==> src/rtl/decode.sv <==
// ---------------------------------------------------------------------------
// decode -- instruction decode stage with integrated GPR and FPR files.
//
// Accepts one instruction at a time. The sequence for each one is:
// accept (IDLE) -> DECODE -> ISSUE -> WAIT -> back to IDLE.
// In DECODE the register files are read and every decoded operand is
// registered. These operands then stay stable until the next issue.
//
// Ports:
//   clk, rstn                    clock and asynchronous active-low reset
//   inst_valid, inst, inst_pc    fetched instruction and its address
//   inst_ready                   high only while idle and out of reset
//   exec_enable                  one-cycle issue pulse to the execute stage
//   exec_done                    execute stage completion (used only in WAIT)
//   exec_command .. fmode2       registered decoded operands
//   wb_en, wb_fp, wb_rd, wb_data register write port (wb_fp selects the FPR)
// ---------------------------------------------------------------------------
module decode (
    input  logic        clk,
    input  logic        rstn,
    input  logic        inst_valid,
    input  logic [31:0] inst,
    input  logic [31:0] inst_pc,
    output logic        inst_ready,
    output logic        exec_enable,
    input  logic        exec_done,
    output logic [5:0]  exec_command,
    output logic [5:0]  alu_command,
    output logic [15:0] offset,
    output logic [31:0] pc,
    output logic [31:0] addr,
    output logic [31:0] rs,
    output logic [31:0] rt,
    output logic [4:0]  sh,
    output logic [4:0]  rd,
    output logic [4:0]  rs_no,
    output logic [4:0]  rt_no,
    output logic        fmode1,
    output logic        fmode2,
    input  logic        wb_en,
    input  logic        wb_fp,
    input  logic [4:0]  wb_rd,
    input  logic [31:0] wb_data
);

    typedef enum logic [1:0] {
        S_IDLE   = 2'd0,
        S_DECODE = 2'd1,
        S_ISSUE  = 2'd2,
        S_WAIT   = 2'd3
    } state_t;

    typedef struct packed {
        logic [5:0]  exec_command;
        logic [5:0]  alu_command;
        logic [15:0] offset;
        logic [31:0] pc;
        logic [31:0] addr;
        logic [31:0] rs;
        logic [31:0] rt;
        logic [4:0]  sh;
        logic [4:0]  rd;
        logic [4:0]  rs_no;
        logic [4:0]  rt_no;
        logic        fmode1;
        logic        fmode2;
    } dec_t;

    state_t      state_q, state_d;
    logic        exec_enable_q, exec_enable_d;
    logic [31:0] inst_q, inst_d;
    logic [31:0] ipc_q, ipc_d;
    dec_t        dec_q, dec_d, dec_new;

    logic [31:0] gpr_q [32];
    logic [31:0] fpr_q [32];

    // -----------------------------------------------------------------------
    // Register files. The GPR ignores writes to r0. Both files are cleared
    // by reset.
    // -----------------------------------------------------------------------
    always_ff @(posedge clk or negedge rstn) begin
        if (!rstn) begin
            for (int i = 0; i < 32; i++) begin
                gpr_q[i] <= '0;
                fpr_q[i] <= '0;
            end
        end else if (wb_en) begin
            if (wb_fp) begin
                fpr_q[wb_rd] <= wb_data;
            end else if (wb_rd != 5'd0) begin
                gpr_q[wb_rd] <= wb_data;
            end
        end
    end

    // -----------------------------------------------------------------------
    // Read ports with same-cycle write bypass. The GPR port indices are
    // inst[25:21] and inst[20:16]. The FPR port indices are inst[15:11]
    // (float rs) and inst[20:16].
    // -----------------------------------------------------------------------
    logic [4:0]  gidx_s, gidx_t, fidx_s, fidx_t;
    logic [31:0] gpr_rs, gpr_rt, fpr_rs, fpr_rt;

    always_comb begin
        gidx_s = inst_q[25:21];
        gidx_t = inst_q[20:16];
        fidx_s = inst_q[15:11];
        fidx_t = inst_q[20:16];

        gpr_rs = (gidx_s == 5'd0) ? 32'd0 : gpr_q[gidx_s];
        gpr_rt = (gidx_t == 5'd0) ? 32'd0 : gpr_q[gidx_t];
        fpr_rs = fpr_q[fidx_s];
        fpr_rt = fpr_q[fidx_t];

        if (wb_en && !wb_fp && wb_rd != 5'd0) begin
            if (wb_rd == gidx_s) gpr_rs = wb_data;
            if (wb_rd == gidx_t) gpr_rt = wb_data;
        end
        if (wb_en && wb_fp) begin
            if (wb_rd == fidx_s) fpr_rs = wb_data;
            if (wb_rd == fidx_t) fpr_rt = wb_data;
        end
    end

    // -----------------------------------------------------------------------
    // Field decode from the latched instruction
    // -----------------------------------------------------------------------
    logic [31:0] simm;
    logic [31:0] zimm;

    always_comb begin
        simm = {{16{inst_q[15]}}, inst_q[15:0]};
        zimm = {16'd0, inst_q[15:0]};

        dec_new              = '0;
        dec_new.exec_command = inst_q[31:26];
        dec_new.rs_no        = inst_q[25:21];
        dec_new.rt_no        = inst_q[20:16];
        dec_new.offset       = inst_q[15:0];
        dec_new.pc           = ipc_q;

        case (inst_q[31:26])
            6'b000000: begin                       // R-type
                dec_new.rd          = inst_q[15:11];
                dec_new.sh          = inst_q[10:6];
                dec_new.alu_command = inst_q[5:0];
                dec_new.rs          = gpr_rs;
                dec_new.rt          = gpr_rt;
            end
            6'b010001: begin                       // floating point
                dec_new.rs_no       = inst_q[15:11];
                dec_new.rd          = inst_q[10:6];
                dec_new.alu_command = inst_q[5:0];
                dec_new.fmode1      = 1'b1;
                dec_new.fmode2      = 1'b1;
                dec_new.rs          = fpr_rs;
                dec_new.rt          = fpr_rt;
            end
            6'b001000: begin                       // ADDI
                dec_new.rs = gpr_rs;
                dec_new.rt = simm;
                dec_new.rd = inst_q[20:16];
            end
            6'b001100, 6'b001101, 6'b001110: begin // ANDI / ORI / XORI
                dec_new.rs = gpr_rs;
                dec_new.rt = zimm;
                dec_new.rd = inst_q[20:16];
            end
            6'b000010, 6'b000011: begin            // J / JAL
                dec_new.addr = {ipc_q[31:28], inst_q[25:0], 2'b00};
            end
            6'b000100, 6'b000101, 6'b110010: begin // BEQ / BNE / BC
                dec_new.addr = {simm[29:0], 2'b00};
            end
            6'b100011, 6'b110001: begin            // LW / LF
                dec_new.addr = gpr_rs + simm;
                dec_new.rd   = inst_q[20:16];
            end
            6'b101011: begin                       // SW
                dec_new.addr = gpr_rs + simm;
                dec_new.rt   = gpr_rt;
            end
            6'b111001: begin                       // SF
                dec_new.addr   = gpr_rs + simm;
                dec_new.rt     = fpr_rt;
                dec_new.fmode2 = 1'b1;
            end
            6'b111111: begin                       // IN / OUT
                dec_new.alu_command = inst_q[5:0];
                dec_new.sh          = inst_q[10:6];
                dec_new.rd          = inst_q[15:11];
                dec_new.rs          = gpr_rs;
            end
            default: begin                         // unknown: opcode only
                dec_new              = '0;
                dec_new.exec_command = inst_q[31:26];
            end
        endcase
    end

    // -----------------------------------------------------------------------
    // Sequencer
    // -----------------------------------------------------------------------
    always_comb begin
        state_d       = state_q;
        inst_d        = inst_q;
        ipc_d         = ipc_q;
        exec_enable_d = 1'b0;
        dec_d         = dec_q;
        case (state_q)
            S_IDLE: begin
                if (inst_valid) begin
                    inst_d  = inst;
                    ipc_d   = inst_pc;
                    state_d = S_DECODE;
                end
            end
            S_DECODE: begin
                dec_d         = dec_new;
                exec_enable_d = 1'b1;
                state_d       = S_ISSUE;
            end
            S_ISSUE: begin
                state_d = S_WAIT;
            end
            S_WAIT: begin
                if (exec_done) state_d = S_IDLE;
            end
            default: state_d = S_IDLE;
        endcase
    end

    always_ff @(posedge clk or negedge rstn) begin
        if (!rstn) begin
            state_q       <= S_IDLE;
            exec_enable_q <= 1'b0;
            inst_q        <= '0;
            ipc_q         <= '0;
            dec_q         <= '0;
        end else begin
            state_q       <= state_d;
            exec_enable_q <= exec_enable_d;
            inst_q        <= inst_d;
            ipc_q         <= ipc_d;
            dec_q         <= dec_d;
        end
    end

    // Gate ready with rstn so that it drops the moment reset asserts, even
    // though the state register already reads IDLE.
    assign inst_ready   = rstn && (state_q == S_IDLE);
    assign exec_enable  = exec_enable_q;
    assign exec_command = dec_q.exec_command;
    assign alu_command  = dec_q.alu_command;
    assign offset       = dec_q.offset;
    assign pc           = dec_q.pc;
    assign addr         = dec_q.addr;
    assign rs           = dec_q.rs;
    assign rt           = dec_q.rt;
    assign sh           = dec_q.sh;
    assign rd           = dec_q.rd;
    assign rs_no        = dec_q.rs_no;
    assign rt_no        = dec_q.rt_no;
    assign fmode1       = dec_q.fmode1;
    assign fmode2       = dec_q.fmode2;

endmodule

==> config.mk <==
export PLATFORM = sky130hd
export DESIGN_NAME = decode
export DESIGN_NICKNAME = d
export VERILOG_FILES = /design/src/rtl/decode.sv
export SDC_FILE = /design/constraint.sdc
export NUM_CORES = 2
export LEC_CHECK = 0
export CELL_PAD_IN_SITES_DETAIL_PLACEMENT = 0
export CELL_PAD_IN_SITES_GLOBAL_PLACEMENT = 1
export CORE_MARGIN = 2
export CORE_UTILIZATION = 54
export DETAILED_ROUTE_END_ITERATION = 16
export GPL_TIMING_DRIVEN = 0
export HOLD_SLACK_MARGIN = 0.02
export PLACE_DENSITY_LB_ADDON = 0.1
export SETUP_SLACK_MARGIN = 0.5
export SYNTH_ARGS = -nofsm -noshare
export SYNTH_HDL_FRONTEND = slang
export SYNTH_SLANG_ARGS = --single-unit
export TNS_END_PERCENT = 100
==> constraint.sdc <==
create_clock -name clk -period 6 [get_ports clk]
set_clock_uncertainty 0.05 [all_clocks]
set_input_delay 1.5 -clock clk [delete_from_list [all_inputs] [get_ports clk]]
set_output_delay 1.5 -clock clk [all_outputs]
set_load 0.02 [all_outputs]
Word level (Yosys, flattened, before mapping)
Cells that the tools add are included.
- register bits: 2293
- latch bits: 0
- memory bits (writable): 0
- ROM bits: 0
- input bits: 107
- output and inout port bits: 180
- word-level logic and storage cells: 183
- memories kept: 0
- add/subtract/negate cells: 1
- multiply operators: 0
- divide/modulo/power cells: 0
- $lt $le $gt $ge: 5
- equal/unequal tests: 23
- shift-type cells: 0
- muxes and demuxes: 41
- bitwise operators: 5
- reduce and logical (&&, ||, !) cells: 27
- operators by type and width (kind ; count):
    bitwise mux 1024 bit ; 2
    binary-select mux 32 bit (select 5 bit) ; 4
    two-way mux 32 bit ; 19
    demux 32 bit (select 5 bit) ; 1
    case mux 32 bit (4 select lines) ; 1
    case mux 32 bit (3 select lines) ; 1
    case mux 32 bit (2 select lines) ; 1
    two-way mux 48 bit ; 1
    == test 6 bit, second input constant ; 6
    adder 32 bit ; 1
    == test 6 x 4 -> 1 bit, second input constant ; 4
    >= comparator 6 bit, second input constant ; 4
    inverter 5 -> 6 bit ; 4
    OR reduction 16 bit ; 1
    == test 5 bit ; 3
    case mux 5 bit (3 select lines) ; 1
    OR reduction 15 bit ; 1
    == test 6 x 2 -> 1 bit, second input constant ; 2
    == test 6 x 3 -> 1 bit, second input constant ; 2
    OR reduction 6 bit ; 2
    logical NOT 5 bit ; 2
    two-way mux 5 bit ; 2
    case mux 5 bit (2 select lines) ; 1
    OR reduction 3 bit ; 3
    other kinds (19) ; 33

Logic depth before layout (Yosys ltp)
- word-level depth: 9
- gate-level depth with buffers: 18
- depth with buffers taken out: 15

Worst setup path before layout
OpenSTA, ideal clock, no wires.
- path type: input-to-reg
- start: input wb_rd[2]
- end: register dec_q, in the netlist addr[28]
- setup time: 0.123 ns
- arrival time: 5.199 ns
- data required time: 5.827 ns
- setup slack: 0.628 ns
- stages: 18
- buffers on the path: 3
- path through: buf_2 nor3_1 a21oi_1 and4_1 clkbuf_1 or2_2 clkbuf_1 o21ai_0 ha_1 fa_1 nand3_1 a211oi_1 o211ai_1 a31oi_1 nor2_1 o21ai_0 mux2i_1 nand2_1
- cells in the longest elaborated chain, start to end: 5
- elaborated cells on any way between the ends: 7
- those cells by class: add/sub (1); eq/ne (1); mux (3); reduce/logical (2)
- RTL lines (element ; line ; source):
    from (decl) ; 42 ; input logic [4:0] wb_rd,
    == test 5 bit or nonzero test 5 bit (tied branches) ; 117, 116 ;
    two-way mux 32 bit or logical AND 1 bit (tied branches) ; 117, 116 ;
    two-way mux 32 bit * ; 116 ; if (wb_en && !wb_fp && wb_rd != 5'd0) begin
    adder 32 bit * ; 177, 181, 185 ;
    case mux 32 bit (3 select lines) * ; 143 ; case (inst_q[31:26])
    to (signal assigned) ; 240 ; dec_q <= '0;
    to (signal assigned) ; 246 ; dec_q <= dec_d;
    to (decl) ; 73 ; dec_t dec_q, dec_d, dec_new;
Mark *: on every way between the ends. The rest lies on a longest branch, timed or not.
A chain may end at the register's enable or synchronous reset.

Worst setup path in the final report
- start: register inst_q[12]
- end: register dec_q, in the netlist rs[15]
- cells in the longest elaborated chain, start to end: 7
- elaborated cells on any way between the ends: 8
- those cells by class: eq/ne (1); mux (6); bitwise (1)
- RTL lines (element ; line ; source):
    from (decl) ; 71 ; logic [31:0] inst_q, inst_d;
    from (signal assigned) ; 244 ; inst_q <= inst_d;
    inverter 5 -> 6 bit (implied by the code) ; 113 ; fpr_rs = fpr_q[fidx_s];
    binary-select mux 32 bit (select 5 bit) ; 113 ;
    two-way mux 32 bit (implied by the code) (2 in a row) ; 113 ;
    two-way mux 32 bit ; 121 ; if (wb_rd == fidx_s) fpr_rs = wb_data;
    two-way mux 32 bit * ; 120 ; if (wb_en && wb_fp) begin
    case mux 32 bit (2 select lines) * ; 143 ;
Mark *: on every way between the ends. The rest lies on a longest branch, timed or not. The select of a mux whose other input is x is not followed.

==> flow_summary.ini <==
[power]
power.total_mw = 68.3
p_clk_frac = 0.244
peakVddDrop_v = 0.000317
power_leakage_nw = 59.9
seq_power_share = 0.293
pwr-share-comb = 0.463
p_sw_frac = 0.407
p_int_mw = 40.5
powerDensity_mw_per_mm2 = 497
p_sw_mw = 27.8

[clock_tree]
clk_latency_ns = 0.95
cts.path.max_buffers = 4
cts_tree = done
postCtsHoldBufs = 0
htreeDepth = 5
clock_sinks = 2293
path_clk_slew_ns = 0.06
root_buffer = clkbuf_16
numCtsBuffers = 277

[synth]
syn_avg_cell_area_um2 = 15.6
synth_area_mm2 = 0.121
post_synth_inst_count = 7785
synth_ff_type = dfrtp_1
synth_edf_count = 0
syn_nets = 7935
yosys_warnings = 0
synthDistinctLibCells = 70
ys_ff_latch = 2293
yosysSeqAreaShare = 0.474
ys_async_sr_fraction = 1.00

[worst_setup_path]
cp-start-kind = flip-flop
crit_path_max_fanout = 10
cp.arrival_ns = 6.34
end_kind = flip-flop
cp.required_ns = 6.69
crit_type = flip-flop to flip-flop

[timing]
hold_viol_final = 0
setup-violations-final = 0
whs_ns = 0.350
fmaxAchievable_mhz = 177
worst_pin_slew_ns = 1.55
grt_setup_unrepaired = true
slew_headroom = -0.0330
post-route-min-period_ns = 5.65
period_share = 0.942
slew_violations = 54

[floorplan]
io_pins = 287
fp-row-count = 173
initial_utilization = 0.544
coreArea_mm2 = 0.223
die_h_um = 478
die_w_um = 478
dieArea_mm2 = 0.228

[finish]
fin_nets = 8504
area_delta_synth_final_pct = 13.4
drive_gt1_frac = 0.475
finish.utilization = 0.617

[status]
violations = capacitance limit, slew limit
status = finished, violations left

[route]
drc = 0
drtIter0Drc = 10200
routedWlPerCell_um = 41.2
postRouteAntennaNets = 0
routed_via_density = 7.16
vias = 82500
dr.pass1.iters = 6
totalWireLength_mm = 475

[grt]
grt_pass1_wl_mm = 658
grt_max_degree = 183
top_usage_layer = met2
grt_pass1_vias = 83300
grt_use_total = 0.418
grt_use_met2 = 0.603
antenna_found_initial = 34
grtUsageMet1 = 0.552
grt_overflow = 0
gr-usage-met3 = 0.151

[placed_design]
place_congestion = 1.01
port_buffers = 252
place_hpwl_mm = 349

[min_path]
holdCritPathClass = primary input to asynchronous set/reset pin

[run]
max_cap_violations = 7
synth_stat cells (all sizes together), types with 6 or more instances:
library cell | n | share of area
a21oi | 114 | 0.0047
a21o | 12 | 0.00074
o21ai | 144 | 0.0060
mux4 | 1267 | 0.24
nor2 | 117 | 0.0036
o2bb2ai | 64 | 0.0046
a211oi | 6 | 0.00037
o211ai | 9 | 0.00056
a22o | 20 | 0.0014
a22oi | 50 | 0.0031
xor2 | 21 | 0.0015
nor2b | 11 | 0.00057
inv | 23 | 0.00071
nand2 | 211 | 0.0065
and2 | 9 | 0.00046
nor4 | 7 | 0.00036
clkbuf | 597 | 0.019
a222oi | 20 | 0.0017
mux2i | 124 | 0.010
xnor2 | 19 | 0.0014
o221ai | 33 | 0.0024
o31ai | 8 | 0.00050
and3 | 13 | 0.00067
nand3 | 34 | 0.0014
mux2 | 2106 | 0.20
o22ai | 6 | 0.00031
nor3 | 20 | 0.00087
nand2b | 14 | 0.00072
nand4 | 11 | 0.00057
dfrtp | 2293 | 0.47
a221oi | 14 | 0.0010
ha | 42 | 0.0043
buf | 278 | 0.010
area by class of cell:
class                      count  area (µm²)
fill                       16900       85200
multi-input combinational   4594       60300
sequential                  2293       57400
clock buffer                 410        8130
buffer                       875        3850
tap                         2975        3720
timing repair buffer         290        3210
clock inverter                49         581
inverter                      23        86.3
antenna                       14        35.0
critical path, cell delays in order (launching register included):
cell             delay, ns
dfrtp_1               0.89
clkbuf_1              0.67
clkbuf_2              0.58
clkdlybuf4s15_1       0.92
mux4_2                0.47
mux4_2                0.48
mux2i_1               0.43
nand2_1               0.14
o21ai_0               0.52
o221ai_1              0.28
power groups by stage:
stage	Sequential [mW]	Combinational, mW	Clock, mW
after floorplan	19.8	17.8	0
after global placement	20.2	29.8	0
after detailed placement	20.1	30.2	0
after CTS	19.9	30.6	16.7
after global routing	20.2	32.3	17.3
final	20.0	31.7	16.6
routing by layer:
layer / part of all wire / wire (µm) / vias to the layer above
met2: 0.44 / 207000 / 5222
li1: - / - / 31400
met5: 0.00013 / 62 / -
met4: 0.066 / 31300 / 10
met1: 0.37 / 176000 / 44700
met3: 0.13 / 60000 / 1259
placed cells by master, fill, tap and decap left out, drive strengths merged, types with 19 or more instances in the layout:
cell type         n
dfrtp          2293
mux2           2106
mux4           1267
clkbuf         1000
buf             321
clkdlybuf4s50   247
nand2           211
o21ai           144
mux2i           124
nor2            117
a21oi           114
o2bb2ai          64
a22oi            50
ha               42
nand3            34
o221ai           33
clkinv           31
inv              24
xor2             21
a22o             20
a222oi           20
nor3             20
xnor2            19
state kept, by name, summed over array words and instances, names as in the netlist:
name / cells
fpr_q: 1024
gpr_q: 1024
addr: 32
inst_q: 32
ipc_q: 32
pc: 32
rs: 32
rt: 32
offset: 16
alu_command: 6
exec_command: 6
rd: 5
rs_no: 5
rt_no: 5
sh: 5
state_q: 2
exec_enable: 1
fmode1: 1
fmode2: 1
kinds of logic (layout without fill, tap and decap cells):
family	after synthesis	in the layout	synth area share
mux	3497	3497	0.442
flops	2293	2293	0.474
buf+inv	898	1647	0.0294
compound gates	536	536	0.0299
simple gates	477	477	0.0177
fa+ha+maj	44	44	0.00459
xor+xnor	40	40	0.00289
other cells	0	14	0
stage by stage:
| stage | TNS (ns) | instance area [µm²] | cells | worst slack, ns |
|---|---|---|---|---|
| after CTS | 0 | 137000 | 11500 | 0.474 |
| final | 0 | 137000 | 11500 | 0.349 |
| after global placement | - | 127000 | 11000 | -100.68 |
| after global routing | 0 | 137000 | 11500 | 0.475 |
| after detailed placement | -35.84 | 128000 | 11000 | -2.06 |
| after floorplan | 0 | 121000 | 7785 | 0.628 |
path summary, 6_finish.rpt:
kind / cells after the start / end / start / slack, ns
min reg2reg: 1 / gpr_q[1002] / gpr_q[1002] / 0.43
min in group clk: 1 / gpr_q[1002] / gpr_q[1002] / 0.43
max: 9 / rs[15] / inst_q[12] / 0.35
max reg2reg: 9 / rs[15] / inst_q[12] / 0.35
min: 1 / gpr_q[805] / rstn / 0.35
max in group asynchronous: 5 / gpr_q[284] / rstn / 2.18
repair_timing:
| action | CTS | global route |
|---|---|---|
| hold endpoints to repair | 0 | 0 |
| setup buffers | 3 | 7 |
| setup endpoints to repair | 40 | 44 |
| cloned | 1 | 1 |
| pin swaps | 3 | 5 |
| gates resized for setup | 150 | 56 |
No activity file was read; power rests on OpenSTA's default activity.
